==> src/rtl/cim_sched.sv <==
// rtl/cim_sched.sv - CIM_Unit control scheduler: STD-port weight load/readback FSM and compute issue pipe
`timescale 1ns/1ps
module cim_sched #(
  parameter int NUM_CORE = 8,
  parameter int ROWS     = 64,
  parameter int CIM_LAT  = 2,
  parameter int RD_LAT   = 1,
  localparam int CORE_W  = $clog2(NUM_CORE),
  localparam int ROW_W   = $clog2(ROWS)
) (
  input  logic                clk,
  input  logic                rst_n,
  input  logic                wl_start,
  input  logic [CORE_W-1:0]   wl_core,
  output logic                start_ready,
  input  logic                wl_valid,
  output logic                wl_ready,
  input  logic                rd_req,
  input  logic [CORE_W-1:0]   rd_core,
  input  logic [ROW_W-1:0]    rd_row,
  output logic                rd_ready,
  output logic                rd_done,
  input  logic                cmp_valid,
  input  logic [CORE_W-1:0]   cmp_core,
  output logic                cmp_ready,
  output logic                cmp_err,
  output logic                psum_valid,
  output logic                STDW,
  output logic                STDR,
  output logic [CORE_W-1:0]   STD_Core_A,
  output logic [ROW_W-1:0]    STD_row_A,
  output logic                CIM_en,
  output logic [CORE_W-1:0]   CIM_Core_A,
  output logic [NUM_CORE-1:0] core_loaded
);

  typedef enum logic [1:0] {IDLE, WRITE, READ} state_t;

  state_t              state, state_nxt;
  logic                init_done;
  logic [ROW_W-1:0]    row_cnt;
  logic [RD_LAT-1:0]   rd_pipe;
  logic [CIM_LAT-1:0]  psum_pipe;
  logic                wl_acc, rd_acc, cmp_acc, last_row;

  // init_done keeps the handshake outputs low while reset is asserted
  assign start_ready = init_done && (state == IDLE);
  assign rd_ready    = start_ready && !wl_start;
  assign wl_ready    = (state == WRITE);
  assign STDW        = wl_ready && wl_valid;
  assign STDR        = (state == READ);
  assign STD_row_A   = row_cnt;
  assign cmp_ready   = init_done && !(wl_ready && (cmp_core == STD_Core_A));
  assign rd_done     = rd_pipe[RD_LAT-1];
  assign psum_valid  = psum_pipe[CIM_LAT-1];

  assign wl_acc   = start_ready && wl_start;
  assign rd_acc   = rd_ready && rd_req;
  assign cmp_acc  = cmp_valid && cmp_ready;
  assign last_row = (row_cnt == ROW_W'(ROWS - 1));

  always_comb begin
    state_nxt = state;
    case (state)
      IDLE: begin
        if (wl_acc)      state_nxt = WRITE;
        else if (rd_acc) state_nxt = READ;
      end
      WRITE:   if (STDW && last_row) state_nxt = IDLE;
      READ:    state_nxt = IDLE;
      default: state_nxt = IDLE;
    endcase
  end

  always_ff @(posedge clk or negedge rst_n) begin
    if (!rst_n) begin
      state       <= IDLE;
      init_done   <= 1'b0;
      STD_Core_A  <= '0;
      row_cnt     <= '0;
      core_loaded <= '0;
    end else begin
      state     <= state_nxt;
      init_done <= 1'b1;
      if (wl_acc) begin
        STD_Core_A           <= wl_core;
        row_cnt              <= '0;
        core_loaded[wl_core] <= 1'b0;
      end else if (rd_acc) begin
        STD_Core_A <= rd_core;
        row_cnt    <= rd_row;
      end else if (STDW) begin
        row_cnt <= row_cnt + 1'b1;
        if (last_row) core_loaded[STD_Core_A] <= 1'b1;
      end
    end
  end

  // Compute issue runs independently of the STD FSM; one issue per cycle
  always_ff @(posedge clk or negedge rst_n) begin
    if (!rst_n) begin
      CIM_en     <= 1'b0;
      CIM_Core_A <= '0;
      cmp_err    <= 1'b0;
      psum_pipe  <= '0;
      rd_pipe    <= '0;
    end else begin
      CIM_en  <= cmp_acc && core_loaded[cmp_core];
      cmp_err <= cmp_acc && !core_loaded[cmp_core];
      if (cmp_acc && core_loaded[cmp_core]) CIM_Core_A <= cmp_core;
      psum_pipe[0] <= CIM_en;
      for (int i = 1; i < CIM_LAT; i++) psum_pipe[i] <= psum_pipe[i-1];
      rd_pipe[0] <= STDR;
      for (int i = 1; i < RD_LAT; i++) rd_pipe[i] <= rd_pipe[i-1];
    end
  end

endmodule
==> config.mk <==
export PLATFORM = sky130hd
export DESIGN_NAME = cim_sched
export DESIGN_NICKNAME = d
export VERILOG_FILES = /design/src/rtl/cim_sched.sv
export SDC_FILE = /design/constraint.sdc
export NUM_CORES = 1
export LEC_CHECK = 0
export ABC_AREA = 1
export CORE_ASPECT_RATIO = 1.5
export CORE_MARGIN = 10
export CORE_UTILIZATION = 35
export CTS_BUF_LIST = sky130_fd_sc_hd__clkbuf_8
export DETAILED_ROUTE_END_ITERATION = 8
export PLACE_DENSITY = 0.67
export SYNTH_ARGS = -nofsm -noshare
export SYNTH_HDL_FRONTEND = slang
export SYNTH_SLANG_ARGS = --single-unit
export TNS_END_PERCENT = 50
==> constraint.sdc <==
create_clock -name clk -period 1.8 [get_ports clk]
set_clock_uncertainty 0.05 [all_clocks]
set_input_delay 0.45 -clock clk [delete_from_list [all_inputs] [get_ports clk]]
set_output_delay 0.45 -clock clk [all_outputs]
set_load 0.01 [all_outputs]
==> qor.yml, run 1 <==
outcome: "finished, violations left"
failed_checks: "negative setup slack"
min_period_ns: 1.81
max_cap_violations: 0
rsz0062_at_grt: "true"
avgViaCountPerCell: 4.84
die-area_sq_um: 7720
setup_tns_ns: -0.00765
hold_buffers: 0
synth_common_cells: "nand2_1 (64), dfrtp_1 (28), inv_1 (23)"
grt_overflow: 0
io_pins: 51
crit_required_ns: 1.30
cts_tree: "done"
p_leak_uw: 0.00122
synth-xor-area-share_pct: 1.64
drcViolationCount: 0
critPathSlowestCell: "dfrtp_1"
drive_gt1_share_pct: 22.5
fillerInstances: 446
hold_viol_final: 0
crit_chain: "buf_6 -> nor2_4 -> nand2_1 -> nor2_2 -> a21boi_1 -> buf_2"
min_path_cells: 0
synth_mux_area_share_pct: 0
clock_sinks: 28
fmax_ghz: 0.553
place_congestion: 0.810
synth_edf_count: 0
synth_most_common_cell: "nand2_1"
fin_ws_ns: -0.00765
synth_fp_nets: 222
nets: 298
crit_arrival_ns: 1.31
synth_fa_ha_area_share_pct: 0.783
syn_area_sq_um: 1600
antenna_cells: 0
track_usage_pct: 11.9
cts_buffers: 3
yosysTopAreaCellShare_pct: 43.9
cp-end-kind: "output port"
critical-path-max-stage-delay_ns: 0.41
max-vdd-ir-drop_uv: 708
drt-pass1-iter-count: 5
reg2reg_depth: 7
holdCritPathClass: "register to register"
antenna_found_initial: 0
final_area_sq_um: 2350
num_rows: 30
fin_crit_sh_pct: 100
powerDensity_nw_per_um2: 1260
setup_viol: 1
maxSlewViolCount: 0
syn2layout_area_growth_pct: 47.3
ys_warn_count: 0
syn_area_per_cell_sq_um: 7.99
syn_inst: 200
holdWs_ns: 0.308
dpl_cell_area_sq_um: 2290
synth_compound_area_share_pct: 10.2
die_w_microns: 75.2
async_flop_share_pct: 100
critPathLaunchType: "register"
wl_per_cell_microns: 13.5
critPathKind: "register to output port"
ctsHtreeMaxLevel: 1
wl_microns: 4360
clk_pin_slew_worst_paths_ns: 0.10
synth_area_leaders: "dfrtp_1 (44%), nand2_1 (15%), inv_1 (5.4%)"
drtIter0Drc: 77
root_buffer: "clkbuf_8"
grt_pass1_vias: 1604
synth_top_family_by_area: "simple AND/OR/NAND/NOR gates"
synth_seq_cells: 28
place_hpwl_microns: 3490
die_h_microns: 103
synth_area_leader_cell: "dfrtp_1"
core_area_sq_um: 4470
crit_fanout: 2
synth.distinct_cells: 30
io_buffer_count: 50
postRouteAntennaNets: 0
cts_buffer_depth: 2
ys.flop_type: "dfrtp_1"
grt_max_degree: 29
grt_pass1_wl_microns: 7360
ys_seq_area_share_pct: 43.9
initial_core_util_pct: 35.8
clkLatencyLatePin_ns: 0.28
synth-simple-area-share_pct: 33.9
vias: 1562
==> routing by layer <==
layer	vias to the layer above	GRT usage [%]	share of wire (%)
met5	-	0	0
met4	0	3.87	1.2
met3	5	2.70	4.8
met2	47	21.3	53
met1	719	13.4	41
li1	791	-	-
==> cell type report <==
class	count	area, sq um	area share (%)
timing repair buffer	73	654	27.8
inverter	31	119	5.05
sequential	28	703	29.9
multi-input combinational	139	762	32.4
clock buffer	4	55.1	2.34
tap	48	60.1	2.55
==> where the power goes <==
part | switching [uW] | total (uW) | internal (uW)
combinational | 792 | 1560 | 768
clock | 200 | 396 | 196
sequential | 171 | 1000 | 833
==> state kept, by name, summed over array words and instances, names as in the netlist <==
signal       count
STD_row_A        6
rd_done          1
init_done        1
state            2
cmp_err          1
CIM_en           1
core_loaded      8
STD_Core_A       3
CIM_Core_A       3
psum_pipe        2
==> cells by family (layout without fill, tap and decap cells) <==
logic type	count (synthesis)	after routing
and+or+nand+nor	109	109
buffers and inverters	33	108
DFF	28	28
AOI/OAI and AO/OA	25	25
xor gates and xnor gates	3	3
adders and majority gates	1	1
other	1	1
==> what timing repair did <==
item / CTS / global route
pin swaps: 0 / 6
gates resized for setup: 29 / 13
endpoints found under the setup margin: 11 / 8
buffers inserted: 1 / 0
==> worst max-delay path, delay by kind of cell, from the launching register on <==
family                 cells  cell delay (ns)
buffers and inverters      2             0.27
AOI/OAI and AO/OA          1             0.07
and+or+nand+nor            3             0.28
DFF                        1             0.41
==> path summary, 6_finish.rpt <==
kind | startpoint | to | slack [ns]
max | state[1]$_DFFE_PN0P_ | cmp_ready | -0.008
min | psum_pipe[0]$_DFF_PN0_ | psum_pipe[1]$_DFF_PN0_ | 0.31
max reg2reg | STD_row_A[0]$_DFFE_PN0P_ | core_loaded[0]$_DFFE_PN0P_ | 0.25
min reg2reg | psum_pipe[0]$_DFF_PN0_ | psum_pipe[1]$_DFF_PN0_ | 0.31
max in group asynchronous | rst_n | STD_row_A[0]$_DFFE_PN0P_ | 0.90
min in group asynchronous | rst_n | cmp_err$_DFF_PN0_ | 0.50
==> metrics by stage <==
stage                     total power (uW)  util, %  std cells  worst slack, ns
after floorplan                       1760        -        200            0.306
after global placement                2600     51.3        318           -0.637
after detailed placement              2620     51.3        318           -0.625
after CTS                             2960     52.1        323          -0.0658
after global routing                  3200     52.7        323          -0.0905
final                                 2960     52.7        323         -0.00765
==> cells in the final DEF (no fill, tap or decap), types with 5 or more instances in the layout <==
cell type	count
o21ai_1	5
buf_4	21
dfrtp_1	26
nand4_1	7
nor3_1	5
nand2_1	64
inv_1	22
nor2_1	6
inv_2	8
nand3_1	12
o21ai_0	11
clkdlybuf4s50_1	32
dlygate4sd2_1	9
No activity file was read; power rests on OpenSTA's default activity.
==> inputs of run 2 (changes only) <==
HOLD_SLACK_MARGIN = 0.1   (was unset)
==> results of run 2 <==
No change in the layout: final DEF, timing and power equal those of run 1.
